$ cat config.mk
export PLATFORM = sky130hd
export DESIGN_NAME = multibyte_add_sequencer
export DESIGN_NICKNAME = d
export VERILOG_FILES = /design/src/rtl/multibyte_add_sequencer.sv
export SDC_FILE = /design/constraint.sdc
export NUM_CORES = 1
export LEC_CHECK = 0
export BUFFER_PORTS_ARGS = -buffer_cell sky130_fd_sc_hd__buf_2
export CAP_MARGIN = 40
export CORE_AREA = 2 2 94 96
export CTS_CLUSTER_DIAMETER = 150
export DETAILED_ROUTE_END_ITERATION = 7
export DIE_AREA = 0 0 96 98
export GPL_ROUTABILITY_DRIVEN = 0
export PLACE_DENSITY = 0.82
export SYNTH_ARGS = -nofsm -noshare
export SYNTH_HDL_FRONTEND = slang
export SYNTH_SLANG_ARGS = --single-unit
$ cat constraint.sdc
create_clock -name clk -period 2.7 [get_ports clk]
set_input_delay 0 -clock clk [delete_from_list [all_inputs] [get_ports clk]]
set_output_delay 0 -clock clk [all_outputs]
set_load 0.01 [all_outputs]
$ cat src/rtl/multibyte_add_sequencer.sv
// Byte-serial front end for an external 8-bit carry-in adder: NBYTES-wide add (or subtract with SUBTRACT_EN).
// Latency: handshake at edge k -> out_valid after edge k+NBYTES; one op per NBYTES+2 cycles at best.
// Backpressure: in_ready only in IDLE; result/co held in DONE until out_ready. Option macro: SUBTRACT_EN.
module multibyte_add_sequencer #(
  parameter int NBYTES = 4
) (
  input  logic                  clk,
  input  logic                  rst_n,
  input  logic                  in_valid,
  output logic                  in_ready,
  input  logic [NBYTES*8-1:0]   opa,
  input  logic [NBYTES*8-1:0]   opb,
  input  logic                  cin,
`ifdef SUBTRACT_EN
  input  logic                  sub,
`endif
  output logic                  out_valid,
  input  logic                  out_ready,
  output logic [NBYTES*8-1:0]   result,
  output logic                  co,
  output logic [7:0]            add_a,
  output logic [7:0]            add_b,
  output logic                  add_ci,
  input  logic [7:0]            add_sum
);

  localparam int IDXW = $clog2(NBYTES) + 1;

  typedef enum logic [1:0] {
    IDLE = 2'd0,
    RUN  = 2'd1,
    DONE = 2'd2
  } state_t;

  state_t            state_q, state_nx;
  logic [IDXW-1:0]   idx_q;
  logic [NBYTES*8-1:0] opa_q, opb_q;
  logic              carry_q;
  logic [7:0]        byte_a, byte_b;
  logic              last_byte;
  logic              carry_nx;
  logic              accept;
`ifdef SUBTRACT_EN
  logic              sub_q;
`endif

  assign last_byte = (idx_q == IDXW'(NBYTES - 1));
  assign accept    = in_valid && (state_q == IDLE);

  // The adder has no carry-out, so recover it from the MSBs of its inputs and sum
  assign carry_nx = (add_a[7] & add_b[7]) | ((add_a[7] | add_b[7]) & ~add_sum[7]);

  // Pick the operand byte pair addressed by the current index
  always_comb begin
    byte_a = '0;
    byte_b = '0;
    for (int i = 0; i < NBYTES; i++) begin
      if (idx_q == IDXW'(i)) begin
        byte_a = opa_q[8*i +: 8];
        byte_b = opb_q[8*i +: 8];
      end
    end
  end

  // Drive the adder only while running; quiet zeros otherwise
  always_comb begin
    add_a  = 8'd0;
    add_b  = 8'd0;
    add_ci = 1'b0;
    if (state_q == RUN) begin
      add_a  = byte_a;
`ifdef SUBTRACT_EN
      add_b  = sub_q ? ~byte_b : byte_b;
`else
      add_b  = byte_b;
`endif
      add_ci = carry_q;
    end
  end

  // State register
  always_ff @(posedge clk or negedge rst_n) begin
    if (!rst_n) begin
      state_q <= IDLE;
    end else begin
      state_q <= state_nx;
    end
  end

  // Next-state and handshake outputs
  always_comb begin
    state_nx  = state_q;
    in_ready  = 1'b0;
    out_valid = 1'b0;
    case (state_q)
      IDLE: begin
        in_ready = 1'b1;
        if (in_valid) state_nx = RUN;
      end
      RUN: begin
        if (last_byte) state_nx = DONE;
      end
      DONE: begin
        out_valid = 1'b1;
        if (out_ready) state_nx = IDLE;
      end
      default: state_nx = IDLE;
    endcase
  end

  // Operand capture, per-byte result collection and carry chaining
  always_ff @(posedge clk or negedge rst_n) begin
    if (!rst_n) begin
      opa_q   <= '0;
      opb_q   <= '0;
      idx_q   <= '0;
      carry_q <= 1'b0;
      result  <= '0;
      co      <= 1'b0;
`ifdef SUBTRACT_EN
      sub_q   <= 1'b0;
`endif
    end else if (accept) begin
      opa_q <= opa;
      opb_q <= opb;
      idx_q <= '0;
`ifdef SUBTRACT_EN
      sub_q   <= sub;
      // Subtraction is A + ~B + 1, so the incoming carry is forced
      carry_q <= sub ? 1'b1 : cin;
`else
      carry_q <= cin;
`endif
    end else if (state_q == RUN) begin
      for (int i = 0; i < NBYTES; i++) begin
        if (idx_q == IDXW'(i)) result[8*i +: 8] <= add_sum;
      end
      carry_q <= carry_nx;
      if (last_byte) begin
        co    <= carry_nx;
        idx_q <= '0;
      end else begin
        idx_q <= idx_q + IDXW'(1);
      end
    end
  end

endmodule

==> results of run 1 <==
[per-layer routing]
metal / part of all wire / track usage / vias to the layer above
li1: - / - / 1721
met1: 0.41 / 0.305 / 1827
met2: 0.52 / 0.447 / 141
met3: 0.062 / 0.0764 / 16
met4: 0.014 / 0.0747 / 0
met5: 0 / 0 / -
[worst min-delay path, stage by stage]
cell     delay [ps]
buf_2           120
mux2i_1          80
o21a_1          170
[worst paths after layout]
path	startpoint	slack (ps)	end	cells past startpoint
hold reg to reg	result[28]	480	result[28]	2
max in group asynchronous	rst_n	1740	opa_q[10]	4
setup / recovery	idx_q[0]	340	add_a[6]	7
setup reg to reg	idx_q[0]	510	co	6
min in group asynchronous	rst_n	80	result[20]	2
hold / removal	in_valid	50	idx_q[2]	3
[kinds of logic (layout without fill, tap and decap cells)]
group,after synthesis,count (layout),synth area share
AO/OA/AOI/OAI,64,64,0.0946
adder cells (fa/ha/maj),4,4,0.0109
buffers and inverters,33,235,0.0315
flip-flops,103,103,0.563
multiplexers,87,87,0.214
other,0,1,0
AND/OR/NAND/NOR,88,88,0.0856
[cell usage in the layout, fill, tap and decap left out, drive strengths merged]
| cell type | instances |
|---|---|
| buf | 135 |
| dfrtp | 103 |
| mux2 | 86 |
| dlygate4sd3 | 74 |
| nand2 | 71 |
| o211ai | 28 |
| a21oi | 17 |
| inv | 14 |
| clkbuf | 11 |
| o21ai | 9 |
| and2 | 5 |
| ha | 4 |
| nor2 | 4 |
| a211oi | 4 |
| nor2b | 2 |
| nor3b | 2 |
| nand2b | 2 |
| diode | 1 |
| or3b | 1 |
| a41oi | 1 |
| a22oi | 1 |
| o31ai | 1 |
| mux2i | 1 |
| o21a | 1 |
| nand3b | 1 |
| o21bai | 1 |
| a22o | 1 |
| bufinv | 1 |
[area by class of cell]
| cell class | count | area [um2] |
|---|---|---|
| antenna | 1 | 2.50 |
| clock buffer | 11 | 151 |
| clock inverter | 5 | 70.1 |
| fill | 535 | 2180 |
| inverter | 10 | 37.5 |
| multi-input combinational | 243 | 1850 |
| sequential | 103 | 2580 |
| tap | 108 | 135 |
| timing repair buffer | 209 | 1460 |
[per-stage QoR]
stage | setup WS, ps | hold slack, ps | util | total power [mW]
finish | 339 | 47.2 | 0.742 | 7.02
floorplan | 932 | -296 | - | 4.78
global route | 147 | 53.8 | 0.742 | 7.51
CTS | 299 | 25.3 | 0.742 | 6.99
global placement | 736 | 211 | 0.625 | 5.69
detailed placement | 646 | -59.2 | 0.628 | 5.86
[report_power, final]
group          internal [mW]  switching (mW)
clock                  0.499           0.549
sequential              2.32           0.442
combinational           1.45            1.75
total                   4.28            2.74
[registers in the layout, indices dropped and copies added (netlist names)]
name     count
state_q      2
carry_q      1
idx_q        3
co           1
result      32
opb_q       32
opa_q       32
[timing repair]
action | 4_1_cts | 5_1_grt
hold endpoints to repair | 184 | 0
hold buffers | 74 | 0
gates resized for setup | 0 | 0
endpoints found under the setup margin | 0 | 0
==> reports/qor.txt, run 1 <==
Max Cap Violations = 0
Setup Crit Path Kind = register to primary output
First-pass GRT wire length = 18,400 um
Pwr per Cell Area = 1120 mW/mm2
Worst-path clk slew = 100 ps
Setup TNS = 0 ps
Sequential share of the synthesized area = 0.563
Max-slew violations = 0
Drt wl/cell = 16.9 um
Critical path's largest stage delay = 570 ps
Min-Delay Path Class = input port to register
DR vias = 3,705
Share of cells above drive strength 1 = 0.293
Clock Skew = 12.7 ps
Crit path max-delay family = compound AO/OA/AOI/OAI gates
Critical path required time = 2700 ps
Clock root cell = clkbuf_8
Chip height = 98 um
CTS tree = yes
Critical Path Source Type = register
Port Buffers = 128
Hold Fails Final Rpt = 0
Final wirelength = 11,700 um
Antenna violations before repair = 1
Die area = 0.00941 mm2
Clock buffer depth = 2
Syn Std Cell Area = 0.00457 mm2
Vias in the first global route = 3,858
Starting Density = 0.540
Largest net degree at the start of global routing = 63
Worst setup EP type = primary output
Relative slew slack = 0.427
Run status = finished, final reports clean
Area Overhead vs Synth = 37.4%
Synth top area cells = dfrtp_1 56%, mux2_1 18%, nand2_1 5.8%
RSZ-0062 raised after global routing = false
Async SR Flop Fraction = 1.00
Worst path slowest cell = ha_1
Leakage Power = 2.91 nW
DRC = 0
Cell Area, Placed = 0.00532 mm2
Final setup violation count = 0
IO Pins = 129
CP most frequent cell = o211ai_1
Critical path arrival = 2360 ps
Post-route antenna net violation count = 0
Synth cell count leaders = 103 x dfrtp_1, 74 x mux2_1, 71 x nand2_1
H-Tree Depth = 3
Fin cells = 690
Sinks on Clock Net = 103
Min Tclk post-route = 2360 ps
Seq cells post-synth = 103
Most frequent cell after synthesis = dfrtp_1
Clk Latency, worst-skew pair = 370 ps
Remaining global-route overflow = 0
Total track usage = 0.257
Detailed placement HPWL = 7700 um
Placed cells = 599
Top cell type's share of synthesized area = 0.563
Die X = 96 um
DR vias/cell = 5.37
Num rows = 34
Top cell type by total area after synthesis = dfrtp_1
Synth unique cells = 32
Setup bufs post-CTS = 0
Final std cell area, no fill = 0.00628 mm2
Pre-Repair DR Iteration Count = 4
Highest clock rate = 424 MHz
Cells after Synth = 379
CP Buf/Inv Count = 2
CTS buffer count = 9
Worst-path fanout max = 17
Prevailing post-synth register cell = dfrtp_1
Worst slew pin tran = 859 ps
DRT iter0 DRCs = 99
Net count, final = 657
Syn nets = 460
Placeable Area = 0.00847 mm2
VDD IR max = 0.000668 V
CP Cell Sequence = inv_1, ha_1, nand2_1, o211ai_1, o211ai_1, a21oi_1, buf_2
EDFF count, synth = 0
Yosys Warn Count = 0
Tcrit/Tclk final = 0.874
Mean post-synth cell area = 12.1 um2
Note: power is estimated with default switching activity, not from simulation.
==> inputs of run 2 (changes only) <==
Settings changed: ABC_AREA set to 1, CAP_MARGIN 40 to 20, CORE_AREA 2 2 94 96 to 2 2 111 113, DIE_AREA 0 0 96 98 to 0 0 113 115, PLACE_DENSITY 0.82 to 0.62.
==> run 2 against run 1 <==
  * The run now ends with DRC left
  * Setup slack worse by 110 ps
  * Critical path depth up 4
  * Die area grew 38%
  * Utilization is 20 points lower
  * Synthesized cell count is 45% higher
  * Worst hold slack got worse by 28 ps
  * Sequential cell count is the same
  * Fmax decreased by 4.5%
  * Clock-buffer cell count unchanged
  * Critical path type is now register to register
  * Largest cell class unchanged
==> reports/qor.txt, run 2 <==
Run status = complete, but fails checks
Failing checks = DRC
Starting Density = 0.390
Mean post-synth cell area = 8.37 um2
DRT iter0 DRCs = 313
Top cell type by total area after synthesis = dfrtp_1
VDD IR max = 0.000658 V
Clk network pwr share = 0.185
Worst setup EP type = register
Die X = 113 um
CP Cell Sequence = inv_1, ha_1, nand2_2, inv_2, nand2_1, nand2_1, inv_1, a21oi_2, nand2_1, nand4_1, dlygate4sd3_1
Area Overhead vs Synth = 38.3%
Worst slew pin tran = 905 ps
Switching Fraction = 0.413
Max Cap Violations = 0
CP Buf/Inv Count = 4
DR vias/cell = 4.75
Vias in the first global route = 4,348
Drt wl/cell = 14.3 um
Most frequent cell after synthesis = nand2_1
Detailed placement HPWL = 8240 um
Remaining global-route overflow = 0
Critical Path Source Type = register
Tcrit/Tclk final = 0.915
Largest net degree at the start of global routing = 71
Clk Latency, worst-skew pair = 350 ps
Sequential share of the synthesized area = 0.560
Net count, final = 822
Commonest cells after routing, fill and taps aside = 272 x nand2_1, 127 x buf_2, 103 x dfrtp_1, 75 x dlygate4sd3_1, 38 x o21ai_0
Net Sw Power = 3.00 mW
IO Pins = 129
Num rows = 40
Setup Crit Path Kind = register to register
Final wirelength = 12,800 um
Prevailing post-synth register cell = dfrtp_1
Max-slew violations = 0
Critical path's largest stage delay = 550 ps
Final setup violation count = 0
EDFF count, synth = 0
Die area = 0.0130 mm2
H-Tree Depth = 3
CTS tree = yes
Critical path required time = 2980 ps
Worst-path clk slew = 70 ps
Clock root cell = clkbuf_16
Worst-path fanout max = 32
Hold Fails Final Rpt = 0
Placed cells = 802
Top cell type's share of synthesized area = 0.560
DRC = 11
RSZ-0062 raised after global routing = false
CTS resizes = 0
Sequential power share = 0.372
Pre-Repair DR Iteration Count = 6
Clock Skew = 7.69 ps
First-pass GRT wire length = 21,200 um
Commonest non-fill, non-tap cell in the layout = nand2_1
FILL cells = 1,102
Clock buffer depth = 2
Gate power share = 0.444
Final hold slack = 19.7 ps
Yosys Warn Count = 0
Placeable Area = 0.0118 mm2
CP most frequent cell = nand2_1
Pwr per Cell Area = 1140 mW/mm2
Relative slew slack = 0.396
Leakage Power = 3.38 nW
Share of cells above drive strength 1 = 0.232
Syn nets = 631
Port Buffers = 128
Synth cell count leaders = 272 x nand2_1, 103 x dfrtp_1, 38 x o21ai_0
Post-route antenna net violation count = 0
CTS buffer count = 9
Fin cells = 893
Pint = 4.27 mW
Synth top area cells = dfrtp_1 56%, nand2_1 22%, o21ai_0 4.1%
Cells after Synth = 550
Critical path arrival = 2760 ps
Highest clock rate = 405 MHz
Total track usage = 0.207
Seq cells post-synth = 103
Min-Delay Path Class = input port to register
Min Tclk post-route = 2470 ps
Sinks on Clock Net = 103
Multi-input gate area = 0.00174 mm2
DR vias = 4,243
Worst path slowest cell = dlygate4sd3_1
N_diodes = 0
FF+latch area = 0.00258 mm2
Synth unique cells = 23
Antenna violations before repair = 0
Setup TNS = 0 ps
Async SR Flop Fraction = 1.00
Crit path max-delay family = buffers and inverters
Chip height = 115 um
Syn Std Cell Area = 0.00460 mm2
Top flop regs = opa_q x32, opb_q x32, result x32
==> run 2: cell types whose count changed after synthesis, moves of 11 or more <==
cell      previous run  this run
mux2_1              74         0
mux2_2              12         0
o21ai_0              5        38
o211ai_1            28         6
o21ai_1              4        30
inv_1               10        21
nand2_1             71       272
==> run 2: repair_timing <==
item / 4_1_cts / 5_1_grt
setup buffers: 0 / 0
hold endpoints to repair: 152 / 0
hold buffers: 75 / 0
==> run 2: layout make-up <==
cell class                      count  share of cell area
Clock buffer                       11              0.0397
Clock inverter                      5             0.00885
Inverter                           28              0.0165
Multi-Input combinational cell    390               0.273
Sequential cell                   103               0.405
Tap cell                          147              0.0289
Timing Repair Buffer              209               0.228
==> run 2: kinds of logic (layout without fill, tap and decap cells) <==
group,after synthesis,in the layout,synth area share
AOI/OAI and AO/OA,97,97,0.122
adders and majority gates,4,4,0.0109
buffers and inverters,57,253,0.0625
DFF,103,103,0.560
and+or+nand+nor,289,289,0.244
==> run 2: power by group through the flow <==
stage	logic, mW	registers, mW	clock network (mW)
after floorplan	2.09	2.74	0
after global placement	3.04	2.69	0
after detailed placement	3.12	2.72	0
after CTS	3.24	2.70	1.39
after global routing	3.67	2.79	1.45
final	3.22	2.70	1.34
==> run 2: worst paths after layout <==
check / start / endpoint / slack (ps) / depth (start not counted)
worst max register to register: idx_q[0] / carry_q / 230 / 11
worst min-delay path: add_sum[1] / result[25] / 20 / 3
worst max-delay path: idx_q[0] / carry_q / 230 / 11
min in group asynchronous: rst_n / result[8] / 310 / 2
worst min register to register: opa_q[24] / opa_q[24] / 480 / 2
max in group asynchronous: rst_n / result[26] / 1550 / 3
==> run 2: metrics by stage <==
step	power (mW)	util	setup WS [ps]	cell area, um2
after global placement	5.73	0.449	791	5300
final	7.27	0.539	229	6360
after CTS	7.33	0.539	236	6360
after global routing	7.91	0.539	18.3	6360
after floorplan	4.83	-	1220	4600
after detailed placement	5.84	0.449	723	5300
==> run 2: worst register-to-register path: stages (launching register included) <==
cell and delay, ps:
dfrtp_1 420, inv_1 100, ha_1 160, nand2_2 420
inv_2 190, nand2_1 60, nand2_1 60, inv_1 60
a21oi_2 210, nand2_1 100, nand4_1 70, dlygate4sd3_1 560
==> run 2: routing by layer <==
| metal | share of wire | track usage | up-vias |
|---|---|---|---|
| met2 | 0.48 | 0.349 | 127 |
| met3 | 0.054 | 0.0527 | 8 |
| li1 | - | - | 2126 |
| met1 | 0.46 | 0.269 | 1982 |
| met4 | 0.0094 | 0.0545 | 0 |
| met5 | 0 | 0 | - |
==> inputs of run 3 (changes only) <==
Settings changed: CORE_AREA 2 2 111 113 to 2 2 118 120, DIE_AREA 0 0 113 115 to 0 0 120 122, PLACE_DENSITY 0.62 to 0.56.
==> run 3 against run 2 <==
  * The flow now finishes without violations
  * Combinational power about the same
  * Final cell count up 3.5%
  * Die area up 13%
  * Largest cell class unchanged
==> reports/qor.txt, run 3 (synthesis gave the netlist of run 2 again) <==
Run status = finished, final reports clean
Clk Latency, worst-skew pair = 350 ps
Die area = 0.0146 mm2
Remaining global-route overflow = 0
Highest clock rate = 406 MHz
Crit path depth = 11
Die X = 120 um
Max Cap Violations = 0
Fin cells = 924
FILL cells = 1,333
Antenna violations before repair = 0
Tcrit/Tclk final = 0.912
CP most frequent cell = nand2_1
Final wirelength = 12,800 um
Commonest cells after routing, fill and taps aside = 272 x nand2_1, 127 x buf_2, 103 x dfrtp_1, 74 x dlygate4sd3_1, 38 x o21ai_0
RR Endpoint = carry_q
Sinks on Clock Net = 103
Worst-path clk slew = 70 ps
Share of cells above drive strength 1 = 0.231
R2R depth = 11
Worst setup EP type = register
Total track usage = 0.186
Final std cell area, no fill = 0.00641 mm2
N_diodes = 0
Port Buffers = 128
Clock root cell = clkbuf_16
DRT iter0 DRCs = 229
Final setup violation count = 0
Pwr per Cell Area = 1140 mW/mm2
Chip height = 122 um
CP Buf/Inv Count = 4
Clock Skew = 5.62 ps
Critical path's largest stage delay = 560 ps
Starting Density = 0.341
CTS buffer count = 9
Commonest non-fill, non-tap cell in the layout = nand2_1
Num rows = 43
Pre-Repair DR Iteration Count = 4
CTS tree = yes
Setup Crit Path Kind = register to register
VDD IR max = 0.000415 V
H-Tree Depth = 3
Leakage Power = 3.38 nW
Worst path slowest cell = dlygate4sd3_1
Detailed placement HPWL = 8340 um
R2R Setup Slk = 240 ps
Fin util = 0.474
Drt wl/cell = 13.9 um
RSZ-0062 raised after global routing = false
DR vias/cell = 4.60
Critical path arrival = 2690 ps
Hold Fails Final Rpt = 0
Max-slew violations = 0
First-pass GRT wire length = 21,500 um
DR vias = 4,248
Min-Delay Path Class = input port to register
Critical path launch point = idx_q[0]
Worst slew pin tran = 778 ps
Placed cells = 835
Setup TNS = 0 ps
Placeable Area = 0.0135 mm2
Worst-path fanout max = 32
CP endpoint = carry_q
CP Cell Sequence = inv_1, ha_1, nand2_2, inv_2, nand2_1, nand2_1, inv_1, a21oi_2, nand2_1, nand4_1, dlygate4sd3_1
Area Overhead vs Synth = 39.2%
IO Pins = 129
Critical Path Source Type = register
Min Tclk post-route = 2460 ps
FF-to-FF Start = idx_q[0]
Post-route antenna net violation count = 0
Net count, final = 821
Vias in the first global route = 4,370
Worst Hold Launch = add_sum[7]
Largest net degree at the start of global routing = 64
Top flop regs = opa_q x32, opb_q x32, result x32
Relative slew slack = 0.481
Crit path max-delay family = buffers and inverters
Clock buffer depth = 2
Cell Area, Placed = 0.00535 mm2
Critical path required time = 2930 ps
DRC = 0
Final hold slack = 14.7 ps
## run 3: cell types whose count changed in the layout (fill, tap and decap cells not counted)
| cell | before | now |
|---|---|---|
| bufinv_16 | 1 | 2 |
| inv_6 | 0 | 1 |
| clkinv_2 | 2 | 1 |
| dlygate4sd3_1 | 75 | 74 |
| clkinv_4 | 1 | 0 |
| clkbuf_8 | 2 | 1 |
## run 3: routing by layer
metal  GRT usage  part of all wire  vias to the layer above
li1            -                 -                     2113
met1       0.251              0.48                     2000
met2       0.303              0.46                      120
met3      0.0318             0.046                       15
met4      0.0654             0.016                        0
met5           0                 0                        -
## run 3: timing repair
action / 4_1_cts / 5_1_grt
endpoints found under the hold margin: 138 / 0
hold buffers: 74 / 0
setup endpoints to repair: 0 / 0
setup buffers: 0 / 0
gates resized for setup: 0 / 0
## run 3: worst register-to-register path: cells and delay by family (launching register included)
| family | cells | cell delay [ps] |
|---|---|---|
| buffers and inverters | 4 | 840 |
| adders and majority gates | 1 | 210 |
| AOI/OAI and AO/OA | 1 | 60 |
| and+or+nand+nor | 5 | 820 |
| DFF | 1 | 420 |
## run 3: cell type report
cell class | count | area, um2 | area share
Tap cell | 180 | 225 | 0.0352
Sequential cell | 103 | 2580 | 0.402
Clock buffer | 10 | 239 | 0.0373
Timing Repair Buffer | 208 | 1440 | 0.225
Multi-Input combinational cell | 390 | 1740 | 0.271
Clock inverter | 5 | 81.3 | 0.0127
Inverter | 28 | 105 | 0.0164
## run 3: worst min path at each step
stage	depth (start not counted)	endpoint
after global routing	3	result[31]
after floorplan	0	carry_q
after detailed placement	1	result[4]
final	3	result[31]
after CTS	3	result[31]
after global placement	1	result[4]
## run 3: per-stage QoR
step	worst slack [ps]	power, mW
3_5_place_dp	697	5.84
3_3_place_gp	773	5.77
5_1_grt	1.66	7.99
6_report	237	7.31
2_1_floorplan	1220	4.83
4_1_cts	230	7.38
## run 3: where the power goes
| part | switching, mW | internal (mW) |
|---|---|---|
| clock | 0.573 | 0.834 |
| combinational | 1.99 | 1.21 |
| sequential | 0.411 | 2.29 |
